File: config.mk
export PLATFORM = sky130hd
export DESIGN_NAME = aes_cbc_dec_chain
export DESIGN_NICKNAME = d
export VERILOG_FILES = /design/src/rtl/aes_cbc_dec_chain_pkg.sv /design/src/rtl/aes_cbc_dec_chain_ct_fifo.sv /design/src/rtl/aes_cbc_dec_chain.sv
export SDC_FILE = /design/constraint.sdc
export NUM_CORES = 2
export LEC_CHECK = 0
export CAP_MARGIN = 20
export CORE_MARGIN = 4
export CORE_UTILIZATION = 40
export CTS_BUF_LIST = sky130_fd_sc_hd__clkbuf_8
export DETAILED_ROUTE_END_ITERATION = 7
export HOLD_SLACK_MARGIN = 0.12
export SYNTH_ARGS = -nofsm -noshare
export SYNTH_HDL_FRONTEND = slang
export SYNTH_SLANG_ARGS = --single-unit
File: constraint.sdc
create_clock -name clk -period 3.6 [get_ports clk]
set_input_delay 0.72 -clock clk [delete_from_list [all_inputs] [get_ports clk]]
set_output_delay 0.72 -clock clk [all_outputs]
set_load 0.02 [all_outputs]
File: src/rtl/aes_cbc_dec_chain_pkg.sv
// Shared types and helpers for the AES-256 CBC decrypt chaining stage.
// Holds the block width, the chaining state encoding and the FIFO entry layout.
package aes_cbc_dec_chain_pkg;

    localparam int AES_BLOCK_WIDTH = 128;
    localparam int CT_ENTRY_WIDTH  = AES_BLOCK_WIDTH + 1;

    typedef enum logic {
        FIRST = 1'b0,
        CHAIN = 1'b1
    } cbc_state_t;

    typedef struct packed {
        logic                       last;
        logic [AES_BLOCK_WIDTH-1:0] data;
    } ct_entry_t;

    // Block XORed into the raw decrypt result: IV at a packet start, else the previous ciphertext.
    function automatic logic [AES_BLOCK_WIDTH-1:0] chain_mask(
        input cbc_state_t                 st,
        input logic [AES_BLOCK_WIDTH-1:0] iv,
        input logic [AES_BLOCK_WIDTH-1:0] prev_ct
    );
        logic [AES_BLOCK_WIDTH-1:0] mask;
        case (st)
            FIRST:   mask = iv;
            CHAIN:   mask = prev_ct;
            default: mask = iv;
        endcase
        return mask;
    endfunction

endpackage

File: src/rtl/aes_cbc_dec_chain_ct_fifo.sv
// Ciphertext delay FIFO: holds {tlast, block} from the pipeline input until the
// matching decrypted block emerges. Reports full/empty/count and error pulses.
module aes_ct_fifo
    import aes_cbc_dec_chain_pkg::*;
#(
    parameter  int DEPTH = 16,
    localparam int AW    = $clog2(DEPTH)
) (
    input  logic        clk,
    input  logic        resetn,
    input  logic        push_i,
    input  ct_entry_t   push_data_i,
    input  logic        pop_i,
    output ct_entry_t   pop_data_o,
    output logic        full_o,
    output logic        empty_o,
    output logic [AW:0] count_o,
    output logic        overflow_o,
    output logic        underflow_o
);

    logic [AW-1:0] wr_ptr_q;
    logic [AW-1:0] wr_ptr_d;
    logic [AW-1:0] rd_ptr_q;
    logic [AW-1:0] rd_ptr_d;
    logic [AW:0]   count_q;
    logic [AW:0]   count_d;
    logic          push_ok;
    logic          pop_ok;
    ct_entry_t     mem_q [DEPTH];

    assign full_o     = (count_q == (AW+1)'(DEPTH));
    assign empty_o    = (count_q == {(AW+1){1'b0}});
    assign count_o    = count_q;
    assign pop_data_o = mem_q[rd_ptr_q];

    // Accept/drop decisions, pointer advance and occupancy update.
    always_comb begin
        pop_ok      = pop_i && !empty_o;
        push_ok     = push_i && (!full_o || pop_ok);
        overflow_o  = push_i && full_o && !pop_i;
        underflow_o = pop_i && empty_o;
        wr_ptr_d    = wr_ptr_q;
        rd_ptr_d    = rd_ptr_q;
        count_d     = count_q;
        if (push_ok) begin
            wr_ptr_d = wr_ptr_q + AW'(1);
        end else begin
            wr_ptr_d = wr_ptr_q;
        end
        if (pop_ok) begin
            rd_ptr_d = rd_ptr_q + AW'(1);
        end else begin
            rd_ptr_d = rd_ptr_q;
        end
        case ({push_ok, pop_ok})
            2'b10:   count_d = count_q + (AW+1)'(1);
            2'b01:   count_d = count_q - (AW+1)'(1);
            default: count_d = count_q;
        endcase
    end

    // Pointer and occupancy registers.
    always_ff @(posedge clk or negedge resetn) begin
        if (!resetn) begin
            wr_ptr_q <= {AW{1'b0}};
            rd_ptr_q <= {AW{1'b0}};
            count_q  <= {(AW+1){1'b0}};
        end else begin
            wr_ptr_q <= wr_ptr_d;
            rd_ptr_q <= rd_ptr_d;
            count_q  <= count_d;
        end
    end

    // Entry storage; cleared on reset so a flushed FIFO never leaks old ciphertext.
    always_ff @(posedge clk or negedge resetn) begin
        if (!resetn) begin
            for (int i = 0; i < DEPTH; i++) begin
                mem_q[i] <= '0;
            end
        end else if (push_ok) begin
            mem_q[wr_ptr_q] <= push_data_i;
        end
    end

endmodule

File: src/rtl/aes_cbc_dec_chain.sv
// CBC chaining stage behind the AES-256 inverse-cipher pipeline: XORs each raw
// decrypted block with the IV or previous ciphertext and flags FIFO/tlast errors.
module aes_cbc_dec_chain
    import aes_cbc_dec_chain_pkg::*;
#(
    parameter int DEPTH = 16
) (
    input  logic                       clk,
    input  logic                       resetn,
    input  logic [AES_BLOCK_WIDTH-1:0] iv_i,
    input  logic                       iv_valid_i,
    input  logic [AES_BLOCK_WIDTH-1:0] ct_tdata,
    input  logic                       ct_tvalid,
    input  logic                       ct_tlast,
    input  logic [AES_BLOCK_WIDTH-1:0] dec_tdata,
    input  logic                       dec_tvalid,
    input  logic                       dec_tlast,
    output logic [AES_BLOCK_WIDTH-1:0] pt_tdata,
    output logic                       pt_tvalid,
    output logic                       pt_tlast,
    output logic                       err_overflow_o,
    output logic                       err_underflow_o,
    output logic                       err_sync_o
);

    localparam int AW = $clog2(DEPTH);

    cbc_state_t                 state_q;
    cbc_state_t                 state_d;
    logic [AES_BLOCK_WIDTH-1:0] iv_q;
    logic [AES_BLOCK_WIDTH-1:0] iv_d;
    logic [AES_BLOCK_WIDTH-1:0] prev_ct_q;
    logic [AES_BLOCK_WIDTH-1:0] prev_ct_d;
    logic [AES_BLOCK_WIDTH-1:0] pt_tdata_q;
    logic [AES_BLOCK_WIDTH-1:0] pt_tdata_d;
    logic                       pt_tvalid_q;
    logic                       pt_tvalid_d;
    logic                       pt_tlast_q;
    logic                       pt_tlast_d;
    logic                       err_overflow_q;
    logic                       err_overflow_d;
    logic                       err_underflow_q;
    logic                       err_underflow_d;
    logic                       err_sync_q;
    logic                       err_sync_d;

    ct_entry_t                  fifo_push_data;
    ct_entry_t                  fifo_pop_data;
    ct_entry_t                  pop_entry;
    logic                       fifo_full;
    logic                       fifo_empty;
    logic [AW:0]                fifo_count;
    logic                       fifo_overflow;
    logic                       fifo_underflow;
    logic                       unused_fifo_status;

    assign fifo_push_data     = '{last: ct_tlast, data: ct_tdata};
    assign unused_fifo_status = ^{fifo_full, fifo_count};

    aes_ct_fifo #(
        .DEPTH (DEPTH)
    ) u_ct_fifo (
        .clk         (clk),
        .resetn      (resetn),
        .push_i      (ct_tvalid),
        .push_data_i (fifo_push_data),
        .pop_i       (dec_tvalid),
        .pop_data_o  (fifo_pop_data),
        .full_o      (fifo_full),
        .empty_o     (fifo_empty),
        .count_o     (fifo_count),
        .overflow_o  (fifo_overflow),
        .underflow_o (fifo_underflow)
    );

    // An empty pop still produces a beat; it chains against an all-zero ciphertext.
    always_comb begin
        if (fifo_empty) begin
            pop_entry = '0;
        end else begin
            pop_entry = fifo_pop_data;
        end
    end

    // Chaining state machine, plaintext formation and sticky error capture.
    always_comb begin
        state_d         = state_q;
        iv_d            = iv_q;
        prev_ct_d       = prev_ct_q;
        pt_tdata_d      = pt_tdata_q;
        pt_tvalid_d     = 1'b0;
        pt_tlast_d      = 1'b0;
        err_overflow_d  = err_overflow_q;
        err_underflow_d = err_underflow_q;
        err_sync_d      = err_sync_q;

        if (iv_valid_i) begin
            iv_d = iv_i;
        end else begin
            iv_d = iv_q;
        end

        if (dec_tvalid) begin
            pt_tdata_d  = dec_tdata ^ chain_mask(state_q, iv_q, prev_ct_q);
            pt_tvalid_d = 1'b1;
            pt_tlast_d  = dec_tlast;
            prev_ct_d   = pop_entry.data;
            case (state_q)
                FIRST:   state_d = dec_tlast ? FIRST : CHAIN;
                CHAIN:   state_d = dec_tlast ? FIRST : CHAIN;
                default: state_d = FIRST;
            endcase
            if (!fifo_underflow && (pop_entry.last != dec_tlast)) begin
                err_sync_d = 1'b1;
            end else begin
                err_sync_d = err_sync_q;
            end
        end else begin
            state_d   = state_q;
            prev_ct_d = prev_ct_q;
        end

        if (fifo_overflow) begin
            err_overflow_d = 1'b1;
        end else begin
            err_overflow_d = err_overflow_q;
        end

        if (fifo_underflow) begin
            err_underflow_d = 1'b1;
        end else begin
            err_underflow_d = err_underflow_q;
        end
    end

    // Chaining state, IV, previous ciphertext, output and error registers.
    always_ff @(posedge clk or negedge resetn) begin
        if (!resetn) begin
            state_q         <= FIRST;
            iv_q            <= {AES_BLOCK_WIDTH{1'b0}};
            prev_ct_q       <= {AES_BLOCK_WIDTH{1'b0}};
            pt_tdata_q      <= {AES_BLOCK_WIDTH{1'b0}};
            pt_tvalid_q     <= 1'b0;
            pt_tlast_q      <= 1'b0;
            err_overflow_q  <= 1'b0;
            err_underflow_q <= 1'b0;
            err_sync_q      <= 1'b0;
        end else begin
            state_q         <= state_d;
            iv_q            <= iv_d;
            prev_ct_q       <= prev_ct_d;
            pt_tdata_q      <= pt_tdata_d;
            pt_tvalid_q     <= pt_tvalid_d;
            pt_tlast_q      <= pt_tlast_d;
            err_overflow_q  <= err_overflow_d;
            err_underflow_q <= err_underflow_d;
            err_sync_q      <= err_sync_d;
        end
    end

    assign pt_tdata        = pt_tdata_q;
    assign pt_tvalid       = pt_tvalid_q;
    assign pt_tlast        = pt_tlast_q;
    assign err_overflow_o  = err_overflow_q;
    assign err_underflow_o = err_underflow_q;
    assign err_sync_o      = err_sync_q;

endmodule

# [After elaboration in Yosys (flattened, before gate mapping)]
# Index checks and enable logic that the tools add are counted.
[word_totals] ff_bits=2467 inputBits=391 wordCells=87 out_inout_bits=133
[op_classes] n_addsub=4 magnitude_cmp=3 bitwise_logic=4 eq_ne=4 n_reduce_logical=15 muxes=13
[ops] operator="bitwise mux 2064 bit" count=1
[ops] operator="binary-select mux 129 bit (select 4 bit)" count=1
[ops] operator="demux 129 bit (select 4 bit)" count=1
[ops] operator="two-way mux 129 bit" count=4
[ops] operator="case mux 128 bit (2 select lines)" count=1
[ops] operator="two-way mux 128 bit" count=1
[ops] operator="XOR 128 bit" count=1
[ops] operator=">= comparator 5 bit, second input constant" count=2
[ops] operator="inverter 4 -> 5 bit" count=2
[ops] operator="case mux 5 bit (2 select lines)" count=1
[ops] operator="adder 4 x 1 -> 4 bit, second input constant" count=2
[ops] operator="logical AND 1 bit" count=7
[ops] operator="adder 5 x 1 -> 5 bit, second input constant" count=1
[ops] operator="equality test 5 bit, second input constant" count=1
[ops] operator="logical NOT 5 bit" count=1
[ops] operator="< comparator 5 x 1 -> 1 bit, second input constant" count=1
[ops] operator="subtractor 5 x 1 -> 5 bit, second input constant" count=1
[ops] operator="logical NOT 1 bit" count=4
[ops] operator="two-way mux 1 bit" count=3
[ops] operator="equality test 2 x 1 -> 1 bit, second input constant" count=1
[ops] operator="equality test 2 bit, second input constant" count=1
[ops] operator="AND reduction 2 bit" count=1
[ops] operator="nonzero test 2 bit" count=1
[ops] operator="logical OR 1 bit" count=1
[ops] operator="2 further kinds" count=2

# [Depth between registers and ports, before layout]
[depth] depth_word=8 mapped_depth=14 mapped_depth_nobuf=12

# [Hierarchy]
# A second synthesis with hierarchy kept.
[hier_totals] hier_cells=7080 area_unflattened_um2=109704.0
[modules_own_cells] mod="aes_ct_fifo" seq_area_each_um2=51974.8 cells_each=5699 area_per_inst_um2=92073.3 instances=1
[modules_own_cells] mod="aes_cbc_dec_chain" seq_area_each_um2=9759.4 cells_each=1381 area_per_inst_um2=17630.7 instances=1

# [Worst setup path before layout]
# OpenSTA, ideal clock, no wires.
[synth_path] path_kind="input port to flip-flop" from="input port dec_tvalid" to="register u_ct_fifo.count_q[4] (netlist: u_ct_fifo.count_o[4])" n_path_buf=2 setup_slack_ns=0.671 setup_ns=0.080 path_stages=12 arrival_time_ns=2.849 path_cell_list="clkbuf_1 nand2_1 inv_1 ha_1 clkbuf_1 xor2_1 ha_1 a21boi_0 o221ai_1 and3_1 o21bai_1 xnor2_1"
[synth_via] elab_chain_cells=5
[synth_rtl] element="start, declared" line="aes_cbc_dec_chain.sv:16" source="input logic dec_tvalid,"
[synth_rtl] element="logical AND 1 bit (*)" line="aes_cbc_dec_chain_ct_fifo.sv:39" source="pop_ok = pop_i && !empty_o;"
[synth_rtl] element="net u_ct_fifo.pop_ok" line="aes_cbc_dec_chain_ct_fifo.sv:29" source="logic pop_ok;"
[synth_rtl] element="logical OR 1 bit" line="aes_cbc_dec_chain_ct_fifo.sv:40" source="push_ok = push_i && (!full_o || pop_ok);"
[synth_rtl] element="logical AND 1 bit" line="aes_cbc_dec_chain_ct_fifo.sv:40"
[synth_rtl] element="equality test 2 x 1 -> 1 bit / equality test 2 bit (equally long branches)" line="aes_cbc_dec_chain_ct_fifo.sv:56" source="case ({push_ok, pop_ok})"
[synth_rtl] element="case mux 5 bit (2 select lines) / nonzero test 2 bit (equally long branches)"
[synth_rtl] element="end signal, assigned" line="aes_cbc_dec_chain_ct_fifo.sv:68" source="count_q <= {(AW+1){1'b0}};"
[synth_rtl] element="end signal, assigned" line="aes_cbc_dec_chain_ct_fifo.sv:72" source="count_q <= count_d;"
[synth_rtl] element="end, declared" line="aes_cbc_dec_chain_ct_fifo.sv:26" source="logic [AW:0] count_q;"
# The timed path passes the listed nets; every way through them passes the cells marked *.
# A chain may end at the register's enable or synchronous reset.

# [Final worst setup path]
[layout_path] from="register u_ct_fifo.count_q[1] (netlist: u_ct_fifo.count_o[1])" to="register u_ct_fifo.count_q[4] (netlist: u_ct_fifo.count_o[4])"
[layout_via] elab_chain_cells=7
[layout_rtl] element="logical NOT 5 bit" line="aes_cbc_dec_chain_ct_fifo.sv:33" source="assign empty_o = (count_q == {(AW+1){1'b0}});"
[layout_rtl] element="logical NOT 1 bit" line="aes_cbc_dec_chain_ct_fifo.sv:39"
[layout_rtl] element="logical AND 1 bit" line="aes_cbc_dec_chain_ct_fifo.sv:39"
[layout_rtl] element="logical OR 1 bit" line="aes_cbc_dec_chain_ct_fifo.sv:40"
[layout_rtl] element="logical AND 1 bit" line="aes_cbc_dec_chain_ct_fifo.sv:40"
[layout_rtl] element="equality test 2 x 1 -> 1 bit / equality test 2 bit (equally long branches)" line="aes_cbc_dec_chain_ct_fifo.sv:56"
[layout_rtl] element="case mux 5 bit (2 select lines) / nonzero test 2 bit (equally long branches)"
# Several ways; a longest one is shown, not always the timed one.

==> results.cfg <==
[outcome]
status = completed

[routing]
wl_per_cell_um = 24.9
antenna_left = 0
drc = 0
via_per_inst = 5.45
drtPass1Iterations = 5
drtIter0Drc = 3248
vias = 62064
routed_wl_um = 283000

[die]
io_pins = 524
die_w_um = 533
start_util_pct = 40.2
fp.dieH_um = 533
dieArea_mm2 = 0.284
rows = 192
coreArea_mm2 = 0.274

[sta]
finClkSkew_ns = 0.0653
period_minus_slack_ns = 3.15
report.final.setup_viol = 0
timing.slew.headroom_pct = 32.5
hold_viol = 0
fmax_mhz = 318
rsz0062_at_grt = false
drv_slew = 0
worst_slew_pin_slew_ns = 1.01
min_period_over_period_pct = 87.4

[pwr]
p_sw_w = 0.0364
netSwitchingFraction_pct = 31.2
intPower_w = 0.0800
comb_power_share_pct = 37.7
seqPwrFrac_pct = 40.1
power_w = 0.116
ir_drop_uv = 704
powerDensity_mw_per_mm2 = 897
p_clk_share_pct = 22.3
leakagePower_nw = 56.3

[placement]
gp_congestion = 0.749
place_inst = 10599
port-buffer-count = 523
dp_hpwl_um = 177000

[global_route]
grtUsageTotal_pct = 19.9
grt_max_degree = 145
grt_pass1_vias = 69273
grt_first_pass_wirelength_um = 439000
grt_overflow = 0
antenna_found_initial = 42

[worst_setup_path]
startpoint_type = register
ff2ff_path_depth = 11
worstReg2RegEnd = u_ct_fifo.count_o[4]
critPathKind = register to register
crit_buf_inv = 0
slowest_stage = dfrtp_1
arrival_ns = 4.13
crit_family = simple AND/OR/NAND/NOR gates
endpoint_kind = register
worstPathMaxFanout = 10
reg2reg_slack_ns = 0.45
cpPeakStageDelay_ns = 0.48
critPathRequiredTime_ns = 4.58
cp_cell_sequence = nor4_1 > nand3b_1 > nand2_1 > ha_1 > xor2_1 > ha_1 > a21boi_0 > o221ai_1 > and3_1 > o21bai_1 > xnor2_1
r2r-start = u_ct_fifo.count_o[1]
crit_top_cell = ha_1

[synthesis]
syn_inst = 6765
synth-seq-area-share_pct = 56.0
yosysWarningCount = 0
ys_types = 44
synth_nets = 7165
avgSynthCellArea_um2 = 16.3
synthesis.area_mm2 = 0.110
synth-seq-cells = 2467

[clocking]
numClockSinks = 2467
clock-root-buffer = clkbuf_8
cts_buffer_depth = 4
htreeDepth = 5
insertion_delay_ns = 1.06
cts_tree = built
cts_buffers = 428
path_clk_slew_ns = 0.06

[layout]
syn2layout_area_growth_pct = 17.8
drive_above_1_share_pct = 45.7
fin_cells = 11378
fin_nets = 7842

[hold_path]
hp-class = input port to asynchronous set/reset pin

[flow_run]
maxCapViolations = 0
-- repair_timing --
item                       4_1_cts  5_1_grt
hold buffers                     2        0
hold endpoints to repair       676        0
buffers inserted                 0        0
setup endpoints to repair        0        0
gates resized for setup          0        0
-- layout by cell type (no fill, tap or decap), types with 8 or more instances in the layout --
cell type	n
dfrtp_1	2464
clkbuf_8	551
mux2_1	249
clkinvlp_4	9
o22ai_1	128
a221oi_1	128
buf_12	140
clkinv_2	29
a22o_1	128
xnor2_1	135
nand2_1	8
and2_4	9
mux4_2	516
nand2_4	9
ha_1	9
clkdlybuf4s50_1	520
inv_1	284
diode_2	11
mux2_2	1873
inv_8	8
mux2_4	200
buf_4	183
mux2i_1	131
-- registers in the layout, indices dropped and copies added (netlist names) --
name / cells
u_ct_fifo.count_o: 5
pt_tlast: 1
err_overflow_o: 1
u_ct_fifo.rd_ptr_q: 4
prev_ct_q: 128
u_ct_fifo.wr_ptr_q: 4
err_underflow_o: 1
pt_tvalid: 1
u_ct_fifo.mem_q: 2064
iv_q: 128
pt_tdata: 128
err_sync_o: 1
state_q: 1
-- kinds of logic (layout without fill, tap and decap cells) --
kind of cell	Yosys count	count (layout)	share of synthesized area, %
and+or+nand+nor	49	49	0.262
adders and majority gates	9	9	0.102
DFF	2467	2467	56.0
other	0	11	0
muxes	2969	2969	36.2
AOI/OAI and AO/OA	397	397	2.84
buffers and inverters	733	1746	3.47
xor gates and xnor gates	141	141	1.12
-- stage by stage --
step	hold WS, ns	worst slack, ns	TNS, ns	util, %	area (µm²)
CTS	0.126	0.497	0	47.4	130000
global placement	0.449	-0.0292	-0.0292	44.1	121000
floorplan	0.424	0.671	0	-	110000
detailed placement	0.445	0.167	0	44.1	121000
finish	0.211	0.453	0	47.4	130000
global route	0.147	0.171	0	47.4	130000
-- cell type report --
type | instances | area [µm²]
fillers | 23547 | 144000
flip-flops and latches | 2467 | 61700
multi-input cells | 3565 | 44700
repair buffers | 848 | 9460
clock buffers | 551 | 7580
well taps | 3589 | 4490
clock inverters | 215 | 1210
inverters | 132 | 495
diodes | 11 | 27.5
-- synthesized netlist by cell type (all sizes together) --
cell | instances | area [µm²]
a21boi | 1 | 7.51
a21o | 4 | 30.0
a21oi | 2 | 10.0
a221oi | 128 | 1120
a22o | 128 | 1120
a22oi | 1 | 7.51
and2 | 10 | 77.6
and3 | 1 | 6.26
and4b | 1 | 10.0
buf | 287 | 2150
clkbuf | 314 | 1180
dfrtp | 2467 | 61700
ha | 9 | 113
inv | 132 | 495
mux2 | 2322 | 26900
mux2i | 131 | 1310
mux4 | 516 | 11600
nand2 | 17 | 63.8
nand2b | 1 | 6.26
nand3 | 2 | 10.0
nand3b | 1 | 7.51
nand4 | 1 | 6.26
nor2 | 6 | 22.5
nor2b | 2 | 12.5
nor3 | 1 | 5.00
nor3b | 2 | 26.3
nor4 | 1 | 6.26
nor4b | 1 | 8.76
o21a | 1 | 7.51
o21ai | 2 | 10.0
o21bai | 1 | 7.51
o221ai | 1 | 8.76
o22ai | 128 | 801
or3b | 1 | 8.76
or4 | 1 | 11.3
xnor2 | 135 | 1180
xor2 | 6 | 52.6
-- how the worst max path moves through the flow --
stage                          from  depth (start not counted)              endpoint
6_report       u_ct_fifo.count_o[1]                         11  u_ct_fifo.count_o[4]
5_1_grt        u_ct_fifo.count_o[1]                         11  u_ct_fifo.count_o[4]
2_1_floorplan            dec_tvalid                         12  u_ct_fifo.count_o[4]
4_1_cts        u_ct_fifo.count_o[1]                         11  u_ct_fifo.count_o[4]
3_5_place_dp              ct_tvalid                         10  u_ct_fifo.count_o[4]
3_3_place_gp              ct_tvalid                         10  u_ct_fifo.count_o[4]
-- power by group through the flow --
| stage | Sequential (W) | Combinational [W] | Clock (W) |
|---|---|---|---|
| 4_1_cts | 0.0466 | 0.0447 | 0.0268 |
| 3_3_place_gp | 0.0462 | 0.0436 | 0 |
| 2_1_floorplan | 0.0453 | 0.0309 | 0 |
| 3_5_place_dp | 0.0470 | 0.0445 | 0 |
| 5_1_grt | 0.0481 | 0.0472 | 0.0281 |
| 6_report | 0.0467 | 0.0438 | 0.0259 |
-- routing by layer --
metal	vias up	global-route usage [%]	routed length [µm]	share of wire, %
li1	26674	-	-	-
met1	33576	27.4	128000	45
met2	1281	32.7	137000	48
met3	513	3.43	12100	4.3
met4	20	5.09	6450	2.3
met5	-	0	116	0.041
Power figures use the tool's default switching activity.
